File: src/rtl/riscv_mc_control.sv
// Multicycle RISC-V control sequencer: LOAD/STORE/OP/OP-IMM/BEQ/BNE/JAL with
// memory-ready stalls, a sticky illegal-opcode trap and a retired-instruction counter.
module riscv_mc_control #(
  parameter bit MEM_WAIT_EN = 1'b1,
  parameter int CNT_W       = 32,
  parameter bit JAL_EN      = 1'b1
) (
  input  logic             clock,
  input  logic             reset_n,
  input  logic [6:0]       opcode,
  input  logic [2:0]       funct3,
  input  logic             zero,
  input  logic             mem_ready,
  output logic [1:0]       alu_op,
  output logic [1:0]       alu_src_a,
  output logic [1:0]       alu_src_b,
  output logic [1:0]       mem_to_reg,
  output logic             pc_source,
  output logic             mem_read,
  output logic             mem_write,
  output logic             i_or_d,
  output logic             reg_write,
  output logic             ir_write,
  output logic             pc_write,
  output logic [3:0]       state,
  output logic             illegal,
  output logic [CNT_W-1:0] instret
);
  localparam logic [6:0] OP_LOAD   = 7'b0000011;
  localparam logic [6:0] OP_STORE  = 7'b0100011;
  localparam logic [6:0] OP_BRANCH = 7'b1100011;
  localparam logic [6:0] OP_OP     = 7'b0110011;
  localparam logic [6:0] OP_IMM    = 7'b0010011;
  localparam logic [6:0] OP_JAL    = 7'b1101111;

  typedef enum logic [3:0] {
    S_FETCH = 4'd0, S_DECODE = 4'd1, S_MEM_ADDR = 4'd2, S_MEM_LOAD = 4'd3,
    S_LOAD_WB = 4'd4, S_MEM_STORE = 4'd5, S_EXEC_R = 4'd6, S_EXEC_I = 4'd7,
    S_ALU_WB = 4'd8, S_BRANCH = 4'd9, S_JAL = 4'd10, S_TRAP = 4'd11
  } state_e;

  state_e           state_q, state_d;
  logic [CNT_W-1:0] instret_q;
  logic             retire;
  logic             rdy;

  // Gating with reset_n keeps the Mealy IR/PC strobes low while reset is held.
  assign rdy = (MEM_WAIT_EN ? mem_ready : 1'b1) & reset_n;

  always_ff @(posedge clock or negedge reset_n) begin
    if (!reset_n) begin
      state_q   <= S_FETCH;
      instret_q <= '0;
    end else begin
      state_q <= state_d;
      if (retire) instret_q <= instret_q + CNT_W'(1);
    end
  end

  always_comb begin
    state_d    = state_q;
    retire     = 1'b0;
    alu_op     = 2'b00;
    alu_src_a  = 2'b00;
    alu_src_b  = 2'b00;
    mem_to_reg = 2'b00;
    pc_source  = 1'b0;
    mem_read   = 1'b0;
    mem_write  = 1'b0;
    i_or_d     = 1'b0;
    reg_write  = 1'b0;
    ir_write   = 1'b0;
    pc_write   = 1'b0;
    illegal    = 1'b0;
    case (state_q)
      S_FETCH: begin
        mem_read  = 1'b1;
        alu_src_b = 2'b01;
        ir_write  = rdy;
        pc_write  = rdy;
        if (rdy) state_d = S_DECODE;
      end
      S_DECODE: begin
        // Branch target computed speculatively from OldPC while decoding.
        alu_src_a = 2'b10;
        alu_src_b = 2'b10;
        case (opcode)
          OP_LOAD, OP_STORE: state_d = S_MEM_ADDR;
          OP_OP:             state_d = S_EXEC_R;
          OP_IMM:            state_d = S_EXEC_I;
          OP_BRANCH:         state_d = (funct3[2:1] == 2'b00) ? S_BRANCH : S_TRAP;
          OP_JAL:            state_d = JAL_EN ? S_JAL : S_TRAP;
          default:           state_d = S_TRAP;
        endcase
      end
      S_MEM_ADDR: begin
        alu_src_a = 2'b01;
        alu_src_b = 2'b10;
        if (opcode == OP_LOAD)       state_d = S_MEM_LOAD;
        else if (opcode == OP_STORE) state_d = S_MEM_STORE;
        else                         state_d = S_TRAP;
      end
      S_MEM_LOAD: begin
        mem_read = 1'b1;
        i_or_d   = 1'b1;
        if (rdy) state_d = S_LOAD_WB;
      end
      S_LOAD_WB: begin
        reg_write  = 1'b1;
        mem_to_reg = 2'b01;
        retire     = 1'b1;
        state_d    = S_FETCH;
      end
      S_MEM_STORE: begin
        mem_write = 1'b1;
        i_or_d    = 1'b1;
        if (rdy) begin
          retire  = 1'b1;
          state_d = S_FETCH;
        end
      end
      S_EXEC_R: begin
        alu_src_a = 2'b01;
        alu_op    = 2'b10;
        state_d   = S_ALU_WB;
      end
      S_EXEC_I: begin
        alu_src_a = 2'b01;
        alu_src_b = 2'b10;
        alu_op    = 2'b11;
        state_d   = S_ALU_WB;
      end
      S_ALU_WB: begin
        reg_write = 1'b1;
        retire    = 1'b1;
        state_d   = S_FETCH;
      end
      S_BRANCH: begin
        alu_src_a = 2'b01;
        alu_op    = 2'b01;
        pc_source = 1'b1;
        pc_write  = funct3[0] ? ~zero : zero;
        retire    = 1'b1;
        state_d   = S_FETCH;
      end
      S_JAL: begin
        reg_write  = 1'b1;
        mem_to_reg = 2'b10;
        pc_write   = 1'b1;
        pc_source  = 1'b1;
        retire     = 1'b1;
        state_d    = S_FETCH;
      end
      S_TRAP:  illegal = 1'b1;
      default: state_d = S_TRAP;
    endcase
  end

  assign state   = state_q;
  assign instret = instret_q;
endmodule

File: config.mk
export PLATFORM = sky130hd
export DESIGN_NAME = riscv_mc_control
export DESIGN_NICKNAME = d
export VERILOG_FILES = /design/src/rtl/riscv_mc_control.sv
export SDC_FILE = /design/constraint.sdc
export NUM_CORES = 1
export LEC_CHECK = 0
export ABC_AREA = 0
export ABC_CLOCK_PERIOD_IN_PS = 1900
export CORE_MARGIN = 4
export CORE_UTILIZATION = 57
export DETAILED_ROUTE_END_ITERATION = 7
export DONT_BUFFER_PORTS = 1
export PLACE_DENSITY = 0.77
export SYNTH_ARGS = -nofsm -noshare
export SYNTH_HDL_FRONTEND = slang
export SYNTH_SLANG_ARGS = --single-unit
File: constraint.sdc
create_clock -name clock -period 1.9 [get_ports clock]
set_clock_uncertainty 0.05 [all_clocks]
set_input_delay 0.38 -clock clock [delete_from_list [all_inputs] [get_ports clock]]
set_output_delay 0.38 -clock clock [all_outputs]
set_load 0.05 [all_outputs]
==> results by group, run 1 <==
Outcome
  • Status: stopped before the end
  • Fail Step: global routing
  • Stop err: [ERROR DPL-0038] Utilization greater than 100%, impossible to legalize

STA
  • Post-GRT worst EP: pc_write
  • Worst endpoint pin kind: primary output

Floorplanning
  • Chip width: 68.3 um
  • Cell Rows: 21
  • Initial Util: 60.7%
  • IO Count: 66
  • DIE HEIGHT: 68.3 um

Yosys
  • Syn_nets: 230
  • Synth cell count leaders: 36 x dfrtp_1, 20 x nor2_1, 17 x xnor2_1
  • Top post-synthesis cells by area: dfrtp_1 43%, xnor2_1 7.2%, xor2_1 6.8%
  • Post-synth EDFFs: 0
  • Mapped Avg Cell Area: 9.64 um2
  • Count leader, synth: dfrtp_1
  • Dominant synthesized flop cell: dfrtp_1
  • Mapped cell area: 2070 um2
  • Synth cell types: 43
  • Synth Warn #: 0
  • Register area share after synthesis: 43.5%
  • Syn Inst Count: 215
  • Synth area leader: dfrtp_1
  • #FFs+latches synth: 36
  • Synth async-reset ratio: 100%
  • Share of Yosys cell area claimed by the top area cell type: 43.5%

Clocking
  • Clock Tree Root: clkbuf_4
  • Max Buffers Root-to-Sink: 2
  • CTS H-tree depth: 2
  • Clock Sinks: 36
  • Total CTS buffers: 5

Place
  • GP Congestion: 0.814
  • DP Wirelength: 4.28 mm
  • # port buffers: 0

Global routing
  • Largest net degree at the start of global routing: 37
## timing repair
action	in CTS
buffers inserted	6
endpoints found under the hold margin	36
pin swaps	13
endpoints found under the setup margin	16
resized for setup	27
gates cloned	2
hold buffers	2
## metrics by stage
stage          cell area [um2]  hold WS [ns]  setup TNS [ns]  std cells  setup WS [ns]
2_1_floorplan             2310        0.0344          -10.96        215         -0.473
3_3_place_gp              2830        0.0356               0        308          0.138
3_5_place_dp              2830        0.0355               0        308         0.0605
4_1_cts                   3140         0.191           -1.78        326         -0.199
## logic make-up after synthesis
| kind of cell | share of synthesized area [%] |
|---|---|
| AOI/OAI and AO/OA | 12.1 |
| buffers and inverters | 3.14 |
| adders and majority gates | 0.603 |
| xor gates and xnor gates | 13.9 |
| and+or+nand+nor | 26.2 |
| DFF | 43.5 |
| muxes | 0.543 |
==> inputs of run 2 (changes only) <==
--- a/config.mk
+++ b/config.mk
@@ -6,12 +6,12 @@
 export NUM_CORES = 1
 export LEC_CHECK = 0
 export ABC_AREA = 0
-export ABC_CLOCK_PERIOD_IN_PS = 1900
+export ABC_CLOCK_PERIOD_IN_PS = 2500
 export CORE_MARGIN = 4
-export CORE_UTILIZATION = 57
+export CORE_UTILIZATION = 40
 export DETAILED_ROUTE_END_ITERATION = 7
 export DONT_BUFFER_PORTS = 1
-export PLACE_DENSITY = 0.77
+export PLACE_DENSITY_LB_ADDON = 0.15
 export SYNTH_ARGS = -nofsm -noshare
 export SYNTH_HDL_FRONTEND = slang
 export SYNTH_SLANG_ARGS = --single-unit
==> constraint.sdc (replaced) <==
create_clock -name clock -period 2.5 [get_ports clock]
set_clock_uncertainty 0.05 [all_clocks]
set_input_delay 0.5 -clock clock [delete_from_list [all_inputs] [get_ports clock]]
set_output_delay 0.5 -clock clock [all_outputs]
set_load 0.05 [all_outputs]
==> run 2 against run 1 <==
- the flow now finishes without violations
- area after synthesis unchanged
- synthesized cell count did not move
==> results by group, run 2 <==
Outcome
  • Status: complete, no violations (was stopped before the end)

Yosys
  • Share of Yosys cell area claimed by the top area cell type: 43.5% (unchanged)
  • Synth cell count leaders: 36 x dfrtp_1, 20 x nor2_1, 17 x xnor2_1 (unchanged)
  • Synth Warn #: 0 (unchanged)
  • Syn Inst Count: 215 (unchanged)
  • #FFs+latches synth: 36 (unchanged)
  • Count leader, synth: dfrtp_1 (unchanged)
  • Syn_nets: 230 (unchanged)
  • Dominant synthesized flop cell: dfrtp_1 (unchanged)
  • Mapped Avg Cell Area: 9.64 um2 (unchanged)
  • Synth async-reset ratio: 100% (unchanged)
  • Synth area leader: dfrtp_1 (unchanged)
  • Top post-synthesis cells by area: dfrtp_1 43%, xnor2_1 7.2%, xor2_1 6.8% (unchanged)
  • Synth cell types: 43 (unchanged)
  • Post-synth EDFFs: 0 (unchanged)
  • Mapped cell area: 2070 um2 (unchanged)
  • Register area share after synthesis: 43.5% (unchanged)

STA
  • Slew Viols, Final: 0
  • Slew at the pin with the worst max-slew slack: 0.689 ns
  • WHS: 0.407 ns
  • Final TNS setup: 0 ns
  • Achievable Freq: 420 MHz
  • Final worst-path cycle share: 95.3%
  • Final hold vios: 0
  • Slew headroom: 54.1%
  • Finish-stage setup viols: 0
  • Min cycle time layout: 2.38 ns
  • RSZ-0062 raised after global routing: false

Power and ir drop
  • P_leak: 0.00123 uW
  • Overall power: 3020 uW
  • Max IR drop VDD: 0.000611 V
  • Pwr Density: 1120 nW/um2

Clocking
  • Total CTS buffers: 5 (unchanged)
  • Worst skew pair latency: 0.28 ns
  • Clock Tree Root: clkbuf_8 (was clkbuf_4)
  • Post-CTS sizing: 0 (was 27)
  • Clock Sinks: 36 (unchanged)
  • CTS H-tree depth: 2 (unchanged)
  • Max Buffers Root-to-Sink: 2 (unchanged)
  • CTS tree: built
  • Reg clk slew, reported paths: 0.06 ns

Critical path
  • CP Data Required Time: 1.95 ns
  • Buf/Inv on CP: 1
  • CP Max Fanout: 14
  • Critical path class: reg2out
  • Worst Setup Start Kind: flip-flop
  • Worst R2R Start: state[3]
  • Slowest CP cell: dfrtp_1
  • CP startpoint: state[1]
  • Slowest stage delay, CP: 0.54 ns
  • CP cell instances: or3b_4 > a21oi_4 > buf_4
  • Setup crit end kind: primary output
  • Largest delay share family, worst path: flip-flops
  • Crit path DAT: 1.83 ns

Global routing
  • GR Overflow Total: 0
  • Initial antenna violation count: 0
  • Global-route wire length before repair: 8.42 mm
  • Largest net degree at the start of global routing: 37
  • GRT Total Usage: 16.7%
  • Vias in the first global route: 1776

Place
  • DP Wirelength: 3.89 mm (was 4.28 mm)
  • Placed insts: 315 (was 308)
  • # port buffers: 0 (unchanged)
  • GP Congestion: 0.800 (was 0.814)

Finish
  • # diodes: 0
  • Leading cell type in the layout, fill and taps excluded: dfrtp_1
  • Max FFs per register: 32
  • Final cell count without fillers: 325
  • Fin nets: 272
  • Share of layout cells above drive strength 1: 27.5%
  • Most frequent cells in the layout: 36 x dfrtp_1, 34 x buf_4, 17 x xnor2_1
  • Utilization after layout: 55.3%
  • Layout area overhead: 30.1%

Floorplanning
  • Die Area: 6400 um2
  • Cell Rows: 25 (was 21)
  • Placeable Area: 4880 um2
  • Initial Util: 42.5% (was 60.7%)
  • Chip width: 80.0 um (was 68.3 um)
  • IO Count: 66 (unchanged)
  • DIE HEIGHT: 80.0 um (was 68.3 um)

Route
  • Final WL: 5.09 mm
  • Post-Route M1 WL: 2.14 mm
  • Routed length on met3: 343 um
  • Antenna-violating nets left: 0
  • 1st-pass router iterations: 4
  • Met2 WL: 2.55 mm
  • # DRC: 0
  • DRT iter0 DRCs: 79
  • Via count: 1724
  • Vias per cell: 5.30
  • Wire per inst: 15.7 um
  • Highest Signal Layer: met4

Worst hold path
  • HP Start: opcode[6]
  • Hold Crit Class: in2reg

Run
  • Maxcap violations: 0
==> run 2: cell counts after synthesis <==
No cell type changed its count.
==> run 2: logic make-up after synthesis <==
family	after synthesis	share of synthesized area, %
xor gates and xnor gates	33	13.9
buffers and inverters	14	3.14
and+or+nand+nor	99	26.2
DFF	36	43.5
muxes	1	0.543
AOI/OAI and AO/OA	31	12.1
adders and majority gates	1	0.603
==> run 2: worst reg2reg max path, cell delays in order (launching register included) <==
cell      delay (ns)
dfrtp_1         0.38
buf_4           0.27
nand2b_1        0.27
a21oi_2         0.44
o21a_2          0.30
and3_1          0.20
xor2_1          0.15
==> run 2: worst paths after layout <==
check                           slack (ns)  cells after the start          end
worst max-delay path                  0.12                      3    reg_write
worst min-delay path                  0.41                      2     state[1]
worst max register to register        0.36                      6   instret[7]
worst min register to register        0.57                      2   instret[2]
max in group asynchronous             1.57                      2  instret[15]
min in group asynchronous             0.65                      2  instret[29]
==> run 2: timing repair <==
item,CTS,global route
hold endpoints to repair,36,0
buffers inserted,0,0
hold buffers,2,0
==> run 2: power by group <==
part           leakage (uW)  switching (uW)  internal (uW)
Combinational      0.000708            1140            613
Clock             0.0000455             184            224
Sequential         0.000480             202            661
==> run 2: per-stage QoR <==
| stage | worst slack (ns) | instance area, um2 |
|---|---|---|
| 6_report | 0.119 | 2700 |
| 5_1_grt | 0.0149 | 2700 |
| 4_1_cts | 0.104 | 2700 |
| 3_5_place_dp | 0.358 | 2580 |
| 3_3_place_gp | 0.451 | 2580 |
| 2_1_floorplan | -0.353 | 2140 |
==> run 2: metal layers <==
layer	global-route usage, %	vias up
li1	-	844
met1	20.6	813
met2	27.5	60
met3	5.08	7
met4	5.91	0
met5	0	-
==> run 2: cell type report <==
class / count / area [um2]
Clock buffer: 8 / 90.1
Fill cell: 442 / 2180
Inverter: 6 / 22.5
Multi-Input combinational cell: 165 / 1170
Sequential cell: 36 / 901
Tap cell: 67 / 83.8
Timing Repair Buffer: 43 / 425
(Power assumes the default switching activity.)
==> inputs of run 3 (changes only) <==
==> constraint.sdc (replaced) <==
create_clock -name clock -period 2.5 [get_ports clock]
set_clock_uncertainty 0.05 [all_clocks]
set_input_delay 0.125 -clock clock [delete_from_list [all_inputs] [get_ports clock]]
set_output_delay 0.125 -clock clock [all_outputs]
set_load 0.05 [all_outputs]
==> run 3 against run 2 <==
- sequential share of layout area rose by 1.1 points
- final area fell by 3.3%
- critical path depth rose by 2
- hold slack got worse by 0.40 ns
- combinational power fell by 9.7%
- first-iteration DRC count fell by 14%
- fmax rose by 13%
- final cell count rose by 0.92%
- die area did not move
- utilization fell by 1.8 points
- register-to-register slack improved by 0.13 ns
- largest cell class unchanged
==> results by group, run 3 (synthesized netlist as in run 2, its figures left out) <==
Place
  • GP Congestion: 0.807 (was 0.800)
  • Placed insts: 318 (was 315)
  • # port buffers: 0 (unchanged)
  • DP Wirelength: 3.77 mm (was 3.89 mm)

Critical path
  • R2R depth: 6 (unchanged)
  • CP Max Fanout: 15 (was 14)
  • Slowest stage delay, CP: 0.71 ns (was 0.54 ns)
  • Critical path class: reg2out (unchanged)
  • Crit path DAT: 1.93 ns (was 1.83 ns)
  • CP cell instances: buf_4 > nor2b_1 > a31oi_1 > nor2_1 > buf_4 (was or3b_4 > a21oi_4 > buf_4)
  • Most used cell along the critical path: buf_4
  • CP Data Required Time: 2.33 ns (was 1.95 ns)
  • Setup crit end kind: primary output (unchanged)
  • Slowest CP cell: dfrtp_1 (unchanged)
  • Worst Setup Start Kind: flip-flop (unchanged)

Global routing
  • Vias in the first global route: 1822 (was 1776)
  • Largest net degree at the start of global routing: 37 (unchanged)
  • GRT Total Usage: 16.4% (was 16.7%)
  • GR Overflow Total: 0 (unchanged)
  • Global-route wire length before repair: 8.36 mm (was 8.42 mm)
  • Initial antenna violation count: 0 (unchanged)

Clocking
  • Reg clk slew, reported paths: 0.07 ns (was 0.06 ns)
  • CTS tree: built (unchanged)
  • CTS H-tree depth: 2 (unchanged)
  • Clock Tree Root: clkbuf_8 (unchanged)
  • Clock Sinks: 36 (unchanged)
  • Worst skew pair latency: 0.28 ns (about the same)
  • Total CTS buffers: 5 (unchanged)
  • Setup bufs post-CTS: 0 (unchanged)
  • Max Buffers Root-to-Sink: 2 (unchanged)

Route
  • Highest Signal Layer: met3 (was met4)
  • Wire per inst: 15.2 um (was 15.7 um)
  • Routed length on met3: 371 um (was 343 um)
  • Via count: 1738 (was 1724)
  • Post-Route M1 WL: 2.10 mm (was 2.14 mm)
  • Met2 WL: 2.50 mm (was 2.55 mm)
  • # DRC: 0 (unchanged)
  • Vias per cell: 5.30 (about the same)
  • DRT iter0 DRCs: 68 (was 79)
  • Final WL: 4.97 mm (was 5.09 mm)
  • 1st-pass router iterations: 4 (unchanged)
  • Antenna-violating nets left: 0 (unchanged)

Finish
  • Filler Cells Inserted: 473 (was 442)
  • Most frequent cells in the layout: 43 x buf_4, 36 x dfrtp_1, 20 x nor2_1 (was 36 x dfrtp_1, 34 x buf_4, 17 x xnor2_1)
  • Share of layout cells above drive strength 1: 26.1% (was 27.5%)
  • Final cell count without fillers: 328 (was 325)
  • Max FFs per register: 32 (unchanged)
  • Fin nets: 275 (was 272)
  • # diodes: 0 (unchanged)
  • Leading cell type in the layout, fill and taps excluded: buf_4 (was dfrtp_1)
  • Layout area overhead: 25.8% (was 30.1%)

STA
  • RSZ-0062 raised after global routing: false (unchanged)
  • WHS: 0.00809 ns (was 0.407 ns)
  • Final worst-path cycle share: 84.1% (was 95.3%)
  • Final hold vios: 0 (unchanged)
  • Achievable Freq: 476 MHz (was 420 MHz)
  • Finish-stage setup viols: 0 (unchanged)
  • Slew Viols, Final: 0 (unchanged)
  • Slew headroom: 56.1% (was 54.1%)
  • Slew at the pin with the worst max-slew slack: 0.653 ns (was 0.689 ns)
  • Min cycle time layout: 2.10 ns (was 2.38 ns)

Run
  • Maxcap violations: 0 (unchanged)

Worst hold path
  • Hold Crit Class: in2reg (unchanged)
  • Hold Crit Depth: 2 (unchanged)

Floorplanning
  • Cell Rows: 25 (unchanged)
  • Initial Util: 42.5% (unchanged)
  • Chip width: 80.0 um (unchanged)
  • Die Area: 6400 um2 (unchanged)
  • IO Count: 66 (unchanged)
  • DIE HEIGHT: 80.0 um (unchanged)
  • Placeable Area: 4880 um2 (unchanged)

Power and ir drop
  • Switching Share: 51.6% (was 50.4%)
  • Combinational share of power: 55.7% (was 57.9%)
  • Max IR drop VDD: 0.000723 V (was 0.000611 V)
  • Pwr Density: 1090 nW/um2 (was 1120 nW/um2)
  • Internal: 1370 uW (was 1500 uW)
  • Reg power frac: 29.6% (was 28.6%)
  • Clock power share: 14.6% (was 13.5%)
  • P_leak: 0.00123 uW (about the same)
  • Psw: 1460 uW (was 1520 uW)

Outcome
  • Status: complete, no violations (unchanged)
==> run 3: through the flow <==
stage               TNS (ns)  utilization (%)  setup WS [ns]  total power, uW  cell area (um2)
finish                     0             53.4          0.399             2830             2610
floorplan             -0.230                -         -0.182             2030             2100
global placement           0             51.0          0.563             2390             2490
global route               0             53.4          0.279             2990             2610
detailed placement         0             51.0          0.470             2420             2490
CTS                        0             53.4          0.395             2860             2610
==> run 3: path summary, 6_finish.rpt <==
check,from,endpoint,slack [ns]
max reg2reg,state[3],instret[7],0.49
min reg2reg,instret[2],instret[2],0.60
min,opcode[6],state[1],0.008
max,state[0],pc_write,0.40
min in group asynchronous,reset_n,instret[23],0.25
max in group asynchronous,reset_n,instret[12],1.96
==> run 3: worst max-delay path: cells and delay by family (launching register included) <==
family / cells / cell delay, ns
compound gates: 1 / 0.10
simple gates: 2 / 0.30
buf+inv: 2 / 0.54
flops: 1 / 0.71
==> run 3: what timing repair did <==
action | CTS | global route
gates resized for setup | 0 | 0
hold buffers | 2 | 0
hold endpoints to repair | 36 | 0
==> run 3: cell type report <==
cell class | count | area, um2 | area share (%)
tap | 67 | 83.8 | 3.21
clock buffer | 8 | 90.1 | 3.45
multi-input combinational | 165 | 1140 | 43.6
inverter | 6 | 22.5 | 0.864
timing repair buffer | 46 | 373 | 14.3
sequential | 36 | 901 | 34.5
==> run 3: routing by layer <==
layer / vias to the layer above / GRT usage [%]
li1: 845 / -
met2: 48 / 28.7
met4: 0 / 2.53
met5: - / 0
met3: 0 / 5.87
met1: 845 / 19.5
==> run 3: power groups by stage <==
stage	logic [uW]	registers, uW	clock network [uW]
3_3_place_gp	1550	843	0
3_5_place_dp	1570	851	0
4_1_cts	1590	840	429
6_report	1580	838	415
2_1_floorplan	1010	1020	0
5_1_grt	1680	855	457
==> inputs of run 4 (changes only) <==
--- a/config.mk
+++ b/config.mk
@@ -5,8 +5,8 @@
 export SDC_FILE = /design/constraint.sdc
 export NUM_CORES = 1
 export LEC_CHECK = 0
-export ABC_AREA = 0
-export ABC_CLOCK_PERIOD_IN_PS = 2500
+export ABC_AREA = 1
+export ABC_CLOCK_PERIOD_IN_PS = 2000
 export CORE_MARGIN = 4
 export CORE_UTILIZATION = 40
 export DETAILED_ROUTE_END_ITERATION = 7
==> constraint.sdc (replaced) <==
create_clock -name clock -period 2 [get_ports clock]
set_clock_uncertainty 0.05 [all_clocks]
set_input_delay 0.1 -clock clock [delete_from_list [all_inputs] [get_ports clock]]
set_output_delay 0.1 -clock clock [all_outputs]
set_load 0.05 [all_outputs]
==> run 4 against run 3 <==
- utilization down 1.3 points
- largest power group is now sequential cells
- critical path type unchanged
- clock power up 34%
- largest cell class unchanged
- total power down 53%
- sequential cell count unchanged
- hold slack better by 0.015 ns
- final area up 21%
- die area up 20%
- combinational power down 98%
- critical path depth down 1
- global-route usage up 4.2 points
==> results by group, run 4 <==
Place
  • GP Congestion: 0.941 (was 0.807)
  • # port buffers: 0 (unchanged)
  • DP Wirelength: 5.85 mm (was 3.77 mm)
  • Placed insts: 539 (was 318)
  • Placed cell area: 3030 um2 (was 2490 um2)
  • Place WS: 0.319 ns (was 0.470 ns)

Finish
  • Final cell count without fillers: 550 (was 328)
  • Filler Cells Inserted: 643 (was 473)
  • Share of layout cells above drive strength 1: 16.4% (was 26.1%)
  • Area of the multi-input gates: 1450 um2 (was 1140 um2)
  • Reg area: 902 um2 (was 901 um2)
  • Leading cell type in the layout, fill and taps excluded: nand2_1 (was buf_4)
  • Layout area overhead: 24.3% (was 25.8%)
  • Final Cell Area: 3160 um2 (was 2610 um2)
  • Max FFs per register: 32 (unchanged)
  • Fin nets: 489 (was 275)
  • # diodes: 0 (unchanged)
  • Most frequent cells in the layout: 196 x nand2_1, 65 x nor2_1, 49 x buf_4 (was 43 x buf_4, 36 x dfrtp_1, 20 x nor2_1)

STA
  • Slew Viols, Final: 0 (unchanged)
  • Slew headroom: 61.9% (was 56.1%)
  • Finish-stage setup viols: 0 (unchanged)
  • Achievable Freq: 554 MHz
  • Min cycle time layout: 1.81 ns
  • WHS: 0.0228 ns (was 0.00809 ns)
  • RSZ-0062 raised after global routing: false (unchanged)
  • Fin worst setup slack: 0.194 ns (was 0.399 ns)
  • Final hold vios: 0 (unchanged)
  • Slew at the pin with the worst max-slew slack: 0.571 ns (was 0.653 ns)
  • Final worst-path cycle share: 90.3%

Critical path
  • Setup crit end kind: primary output (unchanged)
  • Slowest CP cell: dfrtp_2 (was dfrtp_1)
  • CP Data Required Time: 1.85 ns (was 2.33 ns)
  • CP Max Fanout: 6 (was 15)
  • Buf/Inv on CP: 1 (was 2)
  • Levels on crit path: 4 (was 5)
  • R2R depth: 7 (was 6)
  • CP cell instances: nor2_1 > nand2_1 > o221ai_2 > buf_4 (was buf_4 > nor2b_1 > a31oi_1 > nor2_1 > buf_4)
  • Crit path DAT: 1.66 ns (was 1.93 ns)
  • Slowest stage delay, CP: 0.45 ns (was 0.71 ns)
  • Critical path class: reg2out (unchanged)
  • Worst Setup Start Kind: flip-flop (unchanged)
  • Largest delay share family, worst path: simple AND/OR/NAND/NOR gates (was flip-flops)

Power and ir drop
  • Pwr Density: 417 nW/um2 (was 1090 nW/um2)
  • Reg power frac: 55.2% (was 29.6%)
  • Switching Share: 23.1% (was 51.6%)
  • Max IR drop VDD: 0.000267 V (was 0.000723 V)
  • Overall power: 1320 uW (was 2830 uW)
  • Psw: 304 uW (was 1460 uW)
  • Internal: 1010 uW (was 1370 uW)
  • Clock power share: 42.2% (was 14.6%)
  • P_leak: 0.00158 uW (was 0.00123 uW)
  • Combinational share of power: 2.6% (was 55.7%)

Worst hold path
  • Hold Crit Depth: 4 (was 2)
  • Hold Crit Class: in2reg (unchanged)

Route
  • Wire per inst: 13.3 um (was 15.2 um)
  • Antenna-violating nets left: 0 (unchanged)
  • Via count: 2677 (was 1738)
  • Final WL: 7.33 mm (was 4.97 mm)
  • # DRC: 0 (unchanged)
  • DRT iter0 DRCs: 84 (was 68)
  • 1st-pass router iterations: 5 (was 4)
  • Vias per cell: 4.87 (was 5.30)

Yosys
  • Mapped cell area: 2540 um2 (was 2070 um2)
  • Synth cell types: 22 (was 43)
  • Mapped Avg Cell Area: 6.08 um2 (was 9.64 um2)
  • Xor and xnor fraction of the mapped netlist area: 5.51% (was 13.9%)
  • Dominant synthesized flop cell: dfrtp_1 (unchanged)
  • Count leader, synth: nand2_1 (was dfrtp_1)
  • Post-synth EDFFs: 0 (unchanged)
  • Post-synthesis adder-cell area fraction: 0.492% (was 0.604%)
  • Largest family of logic cells by synthesized area: simple AND/OR/NAND/NOR gates (unchanged)
  • Syn_nets: 433 (was 230)
  • Synth async-reset ratio: 100% (unchanged)
  • Top post-synthesis cells by area: dfrtp_1 35%, nand2_1 29%, nor2_1 10% (was dfrtp_1 43%, xnor2_1 7.2%, xor2_1 6.8%)
  • Share of Yosys cell area claimed by the top area cell type: 35.4% (was 43.5%)
  • Synth area leader: dfrtp_1 (unchanged)
  • #FFs+latches synth: 36 (unchanged)
  • Synth Warn #: 0 (unchanged)
  • Post-synthesis mux area share: 0% (was 0.543%)
  • Synth cell count leaders: 196 x nand2_1, 69 x nor2_1, 40 x inv_1 (was 36 x dfrtp_1, 20 x nor2_1, 17 x xnor2_1)
  • Compound-gate portion of the synthesized area: 2.26% (was 12.1%)
  • Syn Inst Count: 418 (was 215)
  • Register area share after synthesis: 35.4% (was 43.5%)
  • Area share of and/or/nand/nor cells after synthesis: 47.9% (was 26.2%)

Run
  • Maxcap violations: 0 (unchanged)

Floorplanning
  • Cell Rows: 28 (was 25)
  • Initial Util: 41.9% (was 42.5%)
  • IO Count: 66 (unchanged)
  • DIE HEIGHT: 87.7 um (was 80.0 um)
  • Chip width: 87.7 um (was 80.0 um)
  • Die Area: 7700 um2 (was 6400 um2)
  • Placeable Area: 6060 um2 (was 4880 um2)

Clocking
  • Total CTS buffers: 5 (unchanged)
  • CTS tree: built (unchanged)
  • Clock Tree Root: clkbuf_8 (unchanged)
  • CTS H-tree depth: 2 (unchanged)
  • Max Buffers Root-to-Sink: 2 (unchanged)
  • Clock Sinks: 36 (unchanged)
  • Worst skew pair latency: 0.29 ns (was 0.28 ns)
  • Reg clk slew, reported paths: 0.08 ns (was 0.07 ns)

Outcome
  • Status: complete, no violations (unchanged)

Global routing
  • Vias in the first global route: 2615 (was 1822)
  • GR Overflow Total: 0 (unchanged)
  • Initial antenna violation count: 0 (unchanged)
  • Largest net degree at the start of global routing: 37 (unchanged)
  • Global-route wire length before repair: 12.3 mm (was 8.36 mm)
  • GRT Total Usage: 20.6% (was 16.4%)
==> run 4: power groups by stage <==
stage	Combinational, uW	Sequential [uW]	Clock (uW)
2_1_floorplan	11.2	742	0
3_3_place_gp	12.6	742	0
3_5_place_dp	12.7	742	0
4_1_cts	36.6	727	570
5_1_grt	40.8	727	597
6_report	34.7	727	556
==> run 4: kinds of logic (layout without fill, tap and decap cells) <==
group                      Yosys count  after routing
xor gates and xnor gates            16             16
DFF                                 36             36
adders and majority gates            1              1
buffers and inverters               50            107
and+or+nand+nor                    305            305
AOI/OAI and AO/OA                   10             10
==> run 4: layout make-up <==
class	count	area share, %
inverters	45	5.35
clock buffers	6	2.61
well taps	75	2.97
repair buffers	54	14.2
flip-flops and latches	36	28.6
clock inverters	2	0.317
multi-input cells	332	46.0
==> run 4: worst register-to-register path, stage by stage (launching register included) <==
cell     delay, ns
dfrtp_1       0.45
inv_2         0.08
nor2_2        0.14
nand3_2       0.17
nand3_2       0.15
buf_4         0.27
nand2_1       0.12
xnor2_1       0.14
==> run 4: path summary, 6_finish.rpt <==
kind                            start    endpoint  slack [ns]
max                          state[2]    pc_write        0.19
min                         opcode[4]    state[2]        0.02
max reg2reg                  state[0]  instret[9]        0.30
min reg2reg                instret[6]  instret[6]        0.47
max in group asynchronous     reset_n    state[2]        1.49
min in group asynchronous     reset_n  instret[8]        0.22
==> run 4: per-stage QoR <==
step	setup TNS, ns	utilization [%]
6_report	0	52.1
3_3_place_gp	0	49.9
4_1_cts	0	52.1
5_1_grt	0	52.1
2_1_floorplan	-0.0171	-
3_5_place_dp	0	49.9
==> run 4: repair_timing <==
item                                   CTS  global route
hold buffers                             3             0
gates resized for setup                  0             0
endpoints found under the hold margin   37             0
setup buffers                            0             0
setup endpoints to repair                0             0
==> run 4: per-layer routing <==
layer,GRT usage [%],wire length [um],vias to the layer above
met4,7.25,105,0
met3,4.52,487,8
met5,0,0,-
met1,25.4,3180,1217
met2,35.4,3550,72
li1,-,-,1380
